**config.mk**
```make
export PLATFORM = sky130hd
export DESIGN_NAME = gf_div_seq
export DESIGN_NICKNAME = d
export VERILOG_FILES = /design/src/rtl/gf_div_seq.sv
export SDC_FILE = /design/constraint.sdc
export NUM_CORES = 1
export LEC_CHECK = 0
export BUFFER_PORTS_ARGS = -buffer_cell sky130_fd_sc_hd__buf_2
export CAP_MARGIN = 20
export CORE_AREA = 5 5 80 82
export DETAILED_ROUTE_END_ITERATION = 10
export DIE_AREA = 0 0 85 87
export GPL_TIMING_DRIVEN = 1
export PLACE_DENSITY = 0.39
export SLEW_MARGIN = 15
export SYNTH_ARGS = -nofsm -noshare
export SYNTH_HDL_FRONTEND = slang
export SYNTH_SLANG_ARGS = --single-unit
```
**constraint.sdc**
```tcl
create_clock -name clk -period 4.2 [get_ports clk]
set_input_delay 0.42 -clock clk [delete_from_list [all_inputs] [get_ports clk]]
set_output_delay 0.42 -clock clk [all_outputs]
set_load 0.02 [all_outputs]
```
**src/rtl/gf_div_seq.sv**
```systemverilog
// Sequential GF(2^N) divider: Z = A * B^-1, with B^-1 = B^(2^N-2) built by repeated squaring.
// Ready/valid on both sides; one operation in flight, results held until the consumer takes them.
module gf_div_seq #(
   parameter int         N    = 3,
   parameter logic [N:0] POLY = 4'b1101
) (
   input  logic         clk,
   input  logic         rst,
   input  logic         in_valid,
   output logic         in_ready,
   input  logic [N-1:0] A,
   input  logic [N-1:0] B,
   output logic         out_valid,
   input  logic         out_ready,
   output logic [N-1:0] Z,
   output logic         div_by_zero
);

   localparam int CW = (N > 2) ? $clog2(N - 1) : 1;
   localparam logic [CW-1:0] CNT_LAST = CW'(N - 2);
   localparam logic [N-1:0]  GF_ONE   = {{(N-1){1'b0}}, 1'b1};

   localparam logic [1:0] S_IDLE  = 2'd0;
   localparam logic [1:0] S_ITER  = 2'd1;
   localparam logic [1:0] S_FINAL = 2'd2;
   localparam logic [1:0] S_DONE  = 2'd3;

   // Shift-and-add multiply; the running multiplicand is reduced by POLY at every shift.
   function automatic logic [N-1:0] gf_mul(input logic [N-1:0] x, input logic [N-1:0] y);
      logic [N-1:0] p;
      logic [N-1:0] t;
      p = '0;
      t = x;
      for (int i = 0; i < N; i++) begin
         if (y[i]) p = p ^ t;
         t = t[N-1] ? ((t << 1) ^ POLY[N-1:0]) : (t << 1);
      end
      return p;
   endfunction

   logic [1:0]    state_q, state_d;
   logic [N-1:0]  a_q, a_d;
   logic [N-1:0]  sq_q, sq_d;
   logic [N-1:0]  acc_q, acc_d;
   logic [CW-1:0] cnt_q, cnt_d;
   logic          dbz_q, dbz_d;
   logic [N-1:0]  z_q, z_d;
   logic          div_by_zero_q, div_by_zero_d;
   logic          out_valid_q, out_valid_d;
   logic [N-1:0]  sq_sq;

   always_comb begin
      // NOTE: every always_comb output gets a default first so no path leaves it unassigned (no latch).
      state_d       = state_q;
      a_d           = a_q;
      sq_d          = sq_q;
      acc_d         = acc_q;
      cnt_d         = cnt_q;
      dbz_d         = dbz_q;
      z_d           = z_q;
      div_by_zero_d = div_by_zero_q;
      out_valid_d   = out_valid_q;
      sq_sq         = gf_mul(sq_q, sq_q);

      case (state_q)
         S_IDLE: begin
            if (in_valid) begin
               a_d     = A;
               sq_d    = B;
               acc_d   = GF_ONE;
               cnt_d   = '0;
               dbz_d   = (B == '0);
               state_d = S_ITER;
            end
         end
         S_ITER: begin
            // acc collects B^(2^i) for i = 1..N-1, i.e. B^(2^N-2) = B^-1 after the last pass.
            sq_d  = sq_sq;
            acc_d = gf_mul(acc_q, sq_sq);
            cnt_d = cnt_q + 1'b1;
            if (cnt_q == CNT_LAST) state_d = S_FINAL;
         end
         S_FINAL: begin
            z_d           = dbz_q ? '0 : gf_mul(a_q, acc_q);
            div_by_zero_d = dbz_q;
            out_valid_d   = 1'b1;
            state_d       = S_DONE;
         end
         S_DONE: begin
            if (out_ready) begin
               out_valid_d = 1'b0;
               state_d     = S_IDLE;
            end
         end
         default: state_d = S_IDLE;
      endcase
   end

   always_ff @(posedge clk) begin
      // NOTE: state registers use non-blocking assignment so every flop samples pre-edge values.
      if (rst) begin
         state_q       <= S_IDLE;
         a_q           <= '0;
         sq_q          <= '0;
         acc_q         <= '0;
         cnt_q         <= '0;
         dbz_q         <= 1'b0;
         z_q           <= '0;
         div_by_zero_q <= 1'b0;
         out_valid_q   <= 1'b0;
      end else begin
         state_q       <= state_d;
         a_q           <= a_d;
         sq_q          <= sq_d;
         acc_q         <= acc_d;
         cnt_q         <= cnt_d;
         dbz_q         <= dbz_d;
         z_q           <= z_d;
         div_by_zero_q <= div_by_zero_d;
         out_valid_q   <= out_valid_d;
      end
   end

   assign in_ready    = (state_q == S_IDLE);
   assign out_valid   = out_valid_q;
   assign Z           = z_q;
   assign div_by_zero = div_by_zero_q;

endmodule

```
# Yosys cells after proc, flatten, opt, wreduce, memory -nomap -nowiden
# Index checks and enable logic that the tools add are counted.
# word_totals
ff_bits	18
latchBits	0
mem_bits_rw	0
rom_bits	0
input_bits	10
wordCells	68
memories	0
# op_classes
n_addsub	1
mul	0
div_mod_pow	0
n_lt_le_gt_ge	0
n_eq_ne	6
n_shift	0
muxes	32
bitwise	12
n_reduce_logical	8
# op_table
operator	count
$mux W3	22
$xor A3 B3 Y3	6
$not A2 Y2	6
$pmux W3 S2	2
$pmux W2 S4	1
$mux W2	3
$ne A2 B2 Y1 const B	3
$reduce_and A2 Y1	3
$eq A2 B2 Y1 const B	2
$pmux W1 S2	2
$reduce_bool A2 Y1	2
$logic_not A3 Y1	1
$reduce_and A3 Y1	1
$eq A2 B1 Y1 const B	1
$logic_not A2 Y1	1
$mux W1	2
$add A1 B1 Y1 const B	1

# Depth between registers and ports, before layout
# Gate-level depths: netlist (run 1).
# depth
ltp_word	14
mapped_depth	7
depth_no_buf	7

# Worst setup path after synthesis (run 1)
# Ideal clock, no wire load.
# synth_timing
path_type	register to register
startpoint	register state_q[0]
endpoint	register acc_q[2]
setup_time_ps	128
arrival_time_ps	1558
t_required_ps	4072
setup_slack_ps	2514
stages_incl_launch_ff	8
period_less_slack_ps	1686
cell_sequence	dfxtp_1 > inv_1 > ha_1 > nand2_1 > o21ai_2 > o21ai_0 > a22oi_1 > a221oi_2
# synth_via
elab_chain_len	3
word_cells_on_any_way	6
cone_classes	eq/ne (2); mux (1); reduce/logical (3)
# synth_rtl
item	line_no	rtl
from (decl)	41	logic [1:0] state_q, state_d;
from (signal assigned)	112	state_q <= state_d;
$logic_not A2 Y1 (*)	n/a	
via in_ready	10	output logic in_ready,
$ne A2 B2 Y1 (no line) or $reduce_bool A2 Y1 (tied branches)	n/a	
$reduce_and A2 Y1 (no line)	n/a	
to (signal assigned)	105	acc_q <= '0;
to (signal assigned)	115	acc_q <= acc_d;
to (decl)	44	logic [N-1:0] acc_q, acc_d;
# Mark *: on every way through the listed nets, which the timed path passes. The rest lies on a longest branch.
# A chain may end at the register's enable or synchronous reset.

# Worst setup path in the final report (run 1)
# layout_timing
startpoint	register acc_q[2]
endpoint	register z_q[2] (netlist: Z[2])
# layout_via
elab_chain_len	2
# layout_rtl
item	line_no	rtl
$mux W3	35	if (y[i]) p = p ^ t;
$mux W3	84	z_d = dbz_q ? '0 : gf_mul(a_q, acc_q);
to (signal assigned)	118	z_q <= z_d;
to (decl)	47	logic [N-1:0] z_q, z_d;
# Every way passes these cells.

==> flow_summary.ini, run 1 <==
[synthesis]
yosys_most_used_dff = dfxtp_1
synth_top_family_by_area = compound AO/OA/AOI/OAI gates
synthAdderAreaFrac_pct = 4.638
synth_top_area_cell = dfxtp_1
netlist_instances = 180
muxShareOfSynthArea_pct = 2.226
synth_nets = 195
ys_warn_count = 0
synth_edf_count = 0
postSynth.asyncResetShare_pct = 0
seq_area_frac_synth_pct = 26.72
synth-simple-area-share_pct = 21.89
synth_xor_area_share_pct = 3.247
synthTopCellsByArea = dfxtp_1 (27%), nand2_1 (6.1%), nor2_1 (5.0%), a21oi_1 (4.8%), ha_1 (4.6%)
synth_compound_area_share_pct = 32.28
synth.distinct_cells = 48
yosysTopAreaCellShare_pct = 26.72
synth_area_um2 = 1349
syn_avg_cell_area_um2 = 7.493
ys_ff_latch = 18

[cts]
h-tree-depth = 1
insertion_delay_ns = 0.25
clockBufferDepth = 2
cts.clk_slew.worst_paths_ns = 0.07
cts_setup_buffers = 0
clockRootBuffer = clkbuf_8
cts_resized = 0
cts_inserted_buffers = 3
cts_tree = yes
hold_buffers = 0
cts.sinks = 18

[timing]
final-hold-violation-count = 0
fin_ws_ns = 2.274
final_max_slew_viol_count = 0
slew-limit-headroom_pct = 48.16
timing.fmax_ghz = 0.5193
worst-slew-pin-transition_ns = 0.7766
fin_tns_setup_ns = 0
finClkSkew_ns = 0.0009386
finalCritPeriodShare_pct = 45.85
rsz0062_at_grt = no
min_period_ns = 1.926
setup_viol = 0

[detailed_routing]
vias = 1226
drc = 0
wl_um = 3073
ant_nets = 0
vias_per_cell = 4.734
dr.pass1.iters = 4
avgRoutedWirePerCell_um = 11.86
drt_iter0_drc = 112

[place]
dp.cells = 255
pre_cts_ws_ns = 2.272
portBuffers = 15
place_congestion = 0.6829
place_hpwl_um = 2265

[run_status]
status = finished, final reports clean

[global_route]
grt_use_total_pct = 8.897
grt_overflow = 0
grt_first_pass_wirelength_um = 5395
grt_pass1_vias = 1160
grt_max_degree = 24
antenna_found_initial = 0

[critical_path]
timing.critical_path.arrival_ns = 2.06
crit_path_end_kind = flip-flop
crit_type = flip-flop to flip-flop
required_ns = 4.33
worstPathMaxFanout = 23
startpoint_type = flip-flop

[worst_hold_path]
hold_class = input pin to flip-flop

[power_and_ir_drop]
max-vdd-ir-drop_mv = 0.2719
p_leak_nw = 0.5285
power_uw = 839.1
power_density_nw_per_um2 = 560.7

[layout]
final_cell_count_no_fill = 259
nNetsFinal = 200
layout-drive-gt1-share_pct = 15.76
nFillCells = 648
area_growth_pct = 10.95
antenna_cells = 0

[die]
dieArea_um2 = 7395
coreArea_um2 = 5675
boundaryPins = 16
initial_core_util_pct = 23.77
num_rows = 28
die_y_um = 87
die_w_um = 85

[job]
maxCapViolCount = 0
## layer usage
layer  vias up  global-route usage, %  routed length [um]
met5         -                      0                   0
met4         0                  3.453                  29
met3         2                  1.419                  78
met2        14                  13.98                1358
met1       564                  12.17                1605
li1        646                      -                   -
## area by class of cell
cell class	count	area (um^2)	share of cell area (%)
sequential	18	360.3	24.08
tap	75	93.84	6.271
multi-input combinational	135	867.1	57.94
clock buffer	4	55.05	3.679
timing repair buffer	15	75.07	5.017
inverter	12	45.04	3.010
## worst max-delay path, stage by stage (launching register included)
cell      delay (ns)
dfxtp_1         0.83
or2b_1          0.23
o32ai_1         0.09
a211o_1         0.31
a221oi_2        0.23
o32ai_1         0.12
## power breakdown
part	switching [mW]	total, mW	internal, mW
sequential	0.0989	0.309	0.210
combinational	0.223	0.389	0.166
clock	0.0583	0.141	0.0832
## flip-flops by register name (all words and copies together), names as in the netlist
signal       count
dbz_q            1
state_q          2
div_by_zero      1
Z                3
acc_q            3
a_q              3
out_valid        1
cnt_q            1
sq_q             3
## placed cells by master (no fill, tap or decap), drive strengths merged, types with 2 or more instances in the layout
master    n
nand3     4
a22oi     6
a21oi    13
ha        5
or2b      2
inv      12
nand2b    7
clkbuf    4
a31oi     2
nand2    22
o22a      2
xnor2     4
o2bb2ai   2
o32ai     4
a211o     2
a221oi    4
nor3      2
buf      15
or3b      2
nor2     18
mux2i     3
o211ai    2
dfxtp    18
o22ai     2
o21ai    12
a311oi    2
## cells in the mapped netlist (2+ instances only)
| cell | instances |
|---|---|
| a311oi_1 | 2 |
| a21oi_1 | 13 |
| ha_1 | 5 |
| a221oi_2 | 3 |
| nor2_1 | 18 |
| nand3_1 | 4 |
| or2b_1 | 2 |
| a22oi_1 | 6 |
| o22a_1 | 2 |
| dfxtp_1 | 18 |
| nor3_1 | 2 |
| o32ai_1 | 4 |
| buf_4 | 3 |
| nand2b_1 | 6 |
| buf_2 | 7 |
| o22ai_1 | 2 |
| clkbuf_1 | 4 |
| a31oi_1 | 2 |
| mux2i_1 | 3 |
| inv_2 | 2 |
| o2bb2ai_1 | 2 |
| nand2_1 | 22 |
| inv_1 | 10 |
| o21ai_0 | 10 |
| a211o_1 | 2 |
| xnor2_1 | 4 |
## kinds of logic after synthesis
| logic type | count (synthesis) |
|---|---|
| mux | 3 |
| buf+inv | 27 |
| fa+ha+maj | 5 |
| simple gates | 62 |
| compound gates | 60 |
| flops | 18 |
| xor+xnor | 5 |
## final timing paths
kind / cells after the start / endpoint / from / slack (ns)
min: 3 / a_q[0] / A[0] / 0.42
min reg2reg: 2 / Z[1] / Z[1] / 0.47
max reg2reg: 5 / Z[2] / acc_q[2] / 2.27
max: 5 / Z[2] / acc_q[2] / 2.27
## through the flow
step	instance area (um^2)	hold WS [ns]	utilization [%]
detailed placement	1441	0.4626	25.40
floorplan	1349	0.4857	-
global route	1496	0.4433	26.37
CTS	1496	0.4211	26.37
finish	1496	0.4228	26.37
global placement	1441	0.4608	25.40
(Power assumes the default switching activity.)
==> run 2: changes to the inputs <==
--- a/config.mk
+++ b/config.mk
@@ -5,11 +5,12 @@
 export SDC_FILE = /design/constraint.sdc
 export NUM_CORES = 1
 export LEC_CHECK = 0
+export ABC_AREA = 1
 export BUFFER_PORTS_ARGS = -buffer_cell sky130_fd_sc_hd__buf_2
 export CAP_MARGIN = 20
-export CORE_AREA = 5 5 80 82
+export CORE_AREA = 5 5 75 77
 export DETAILED_ROUTE_END_ITERATION = 10
-export DIE_AREA = 0 0 85 87
+export DIE_AREA = 0 0 80 82
 export GPL_TIMING_DRIVEN = 1
 export PLACE_DENSITY = 0.39
 export SLEW_MARGIN = 15
==> constraint.sdc (replaced) <==
create_clock -name clk -period 1.8 [get_ports clk]
set_input_delay 0.18 -clock clk [delete_from_list [all_inputs] [get_ports clk]]
set_output_delay 0.18 -clock clk [all_outputs]
set_load 0.02 [all_outputs]
==> flow_summary.ini, run 2 <==
[run_status]
status = finished, final reports clean

[cts]
clockBufferDepth = 2
h-tree-depth = 1
cts_inserted_buffers = 3
clockRootBuffer = clkbuf_8
cts_tree = yes
insertion_delay_ns = 0.25
cts_setup_buffers = 0
cts_resized = 0
hold_buffers = 0
cts.sinks = 18
cts.clk_slew.worst_paths_ns = 0.07

[place]
portBuffers = 15
placed_area_um2 = 1282
place_hpwl_um = 2210
place_congestion = 0.7226
dp.cells = 250

[critical_path]
crit_path_end_kind = flip-flop
critPathMaxStageDelay_ns = 0.37
critPathLaunch = state_q[0]
crit_top_cell = inv_1
worstPathMaxFanout = 4
reg2reg_from = state_q[0]
required_ns = 1.98
path_cells = inv_1 > ha_1 > inv_1 > or2_2 > inv_1 > nor2_1 > nand3_1 > a21oi_1
startpoint_type = flip-flop
crit_type = flip-flop to flip-flop
cpMaxStageDelayCell = dfxtp_1
timing.critical_path.arrival_ns = 1.74

[detailed_routing]
vias_per_cell = 4.232
wl_um = 2777
ant_nets = 0
dr.pass1.iters = 5
routed-wl-met2_um = 1307
vias = 1075
met1_length_um = 1361
wl_met3_um = 94
drt_iter0_drc = 38
drc = 0
highest_layer = met4
avgRoutedWirePerCell_um = 10.93

[synthesis]
syn_avg_cell_area_um2 = 6.874
postSynth.asyncResetShare_pct = 0
synth_area_um2 = 1169
synthTopCellsByArea = dfxtp_1 (31%), nand2_1 (15%), a21oi_1 (6.0%), inv_1 (5.8%), ha_1 (5.4%)
ys_ff_latch = 18
yosys_most_used_dff = dfxtp_1
ys_warn_count = 0
yosysTopAreaCellShare_pct = 30.84
synth_nets = 185
netlist_instances = 170
seq_area_frac_synth_pct = 30.84
synth_top_area_cell = dfxtp_1
synth_commonest_cells = nand2_1 (46), dfxtp_1 (18), inv_1 (18)
synth.distinct_cells = 30
synth.most_common_cell = nand2_1
synth_edf_count = 0

[power_and_ir_drop]
power_density_nw_per_um2 = 1373
p_sw_share_pct = 44.88
power_frac_seq_pct = 35.6
power_mw = 1.837
p_int_mw = 1.012
max-vdd-ir-drop_mv = 0.5637
p_sw_uw = 824.3
p_leak_nw = 0.5691
clock_power_share_pct = 18.1
power_frac_comb_pct = 46.3

[worst_hold_path]
min-delay-start = A[0]
hold_class = input pin to flip-flop

[timing]
min_period_ns = 1.559
whs_ns = 0.1829
final_max_slew_viol_count = 0
setup_viol = 0
rsz0062_at_grt = no
slew-limit-headroom_pct = 74.26
fin_tns_setup_ns = 0
timing.fmax_ghz = 0.6413
finClkSkew_ns = 0.004012
worst-slew-pin-transition_ns = 0.3856
final-hold-violation-count = 0
finalCritPeriodShare_pct = 86.63

[global_route]
grt_use_total_pct = 9.147
grt_max_degree = 13
grt_pass1_vias = 1027
grt_overflow = 0
antenna_found_initial = 0
grt_first_pass_wirelength_um = 4774

[layout]
final_cell_count_no_fill = 254
area_growth_pct = 14.45
final_area_um2 = 1338
mostFrequentLayoutCell = nand2_1
final_cell_mix = nand2_1 (46), dfxtp_1 (18), inv_1 (18)
nNetsFinal = 200
nFillCells = 570
layout-drive-gt1-share_pct = 20.11
antenna_cells = 0

[die]
initial_core_util_pct = 23.63
boundaryPins = 16
dieArea_um2 = 6560
die_y_um = 82
die_w_um = 80
num_rows = 26
coreArea_um2 = 4945

[job]
maxCapViolCount = 0
## run 2: changes by cell type after synthesis, sizes merged, moves of 5 or more
cell    before  now
a22oi        6    1
nand2b       7    0
nand2       22   50
nand3        4   15
inv         12   22
buf         11    5
nor2        18   11
## run 2: stage by stage
stage,utilization (%),setup slack (ns)
CTS,27.05,0.2201
detailed placement,25.94,0.2415
global route,27.05,0.02913
floorplan,-,0.3044
global placement,25.94,0.2305
finish,27.05,0.2406
## run 2: worst paths after layout
check,slack (ns),cells past startpoint,end
setup reg to reg,0.24,8,acc_q[2]
hold / removal,0.18,3,a_q[0]
setup / recovery,0.24,8,acc_q[2]
hold reg to reg,0.47,2,Z[1]
## run 2: critical path: cells and delay by family (launching register included)
family	cells	cell delay (ns)
AOI/OAI and AO/OA	1	0.14
adders and majority gates	1	0.26
buffers and inverters	3	0.20
DFF	1	0.37
and+or+nand+nor	3	0.50
## run 2: routing by layer
metal,vias up,track usage (%)
li1,576,-
met1,484,12.44
met2,13,14.74
met3,2,1.754
met4,0,2.534
met5,-,0
## run 2: power by group through the flow
stage / clock network [mW] / registers [mW] / logic, mW
6_report: 0.332 / 0.655 / 0.850
5_1_grt: 0.360 / 0.679 / 0.979
4_1_cts: 0.343 / 0.657 / 0.863
3_5_place_dp: 0 / 0.667 / 0.858
3_3_place_gp: 0 / 0.669 / 0.866
2_1_floorplan: 0 / 0.613 / 0.729
## run 2: cells by family after synthesis
group / count (synthesis) / synth area share [%]
and+or+nand+nor: 84 / 33.94
adders and majority gates: 5 / 5.353
xor gates and xnor gates: 4 / 2.998
AOI/OAI and AO/OA: 32 / 15.63
DFF: 18 / 30.84
buffers and inverters: 27 / 11.24
## run 2: area by class of cell
type / count / area (um^2) / share of cell area [%]
Timing Repair Buffer: 15 / 75.07 / 5.613
Inverter: 22 / 82.58 / 6.174
Clock buffer: 4 / 55.05 / 4.116
Multi-Input combinational cell: 125 / 676.9 / 50.61
Sequential cell: 18 / 360.3 / 26.94
Tap cell: 70 / 87.58 / 6.548
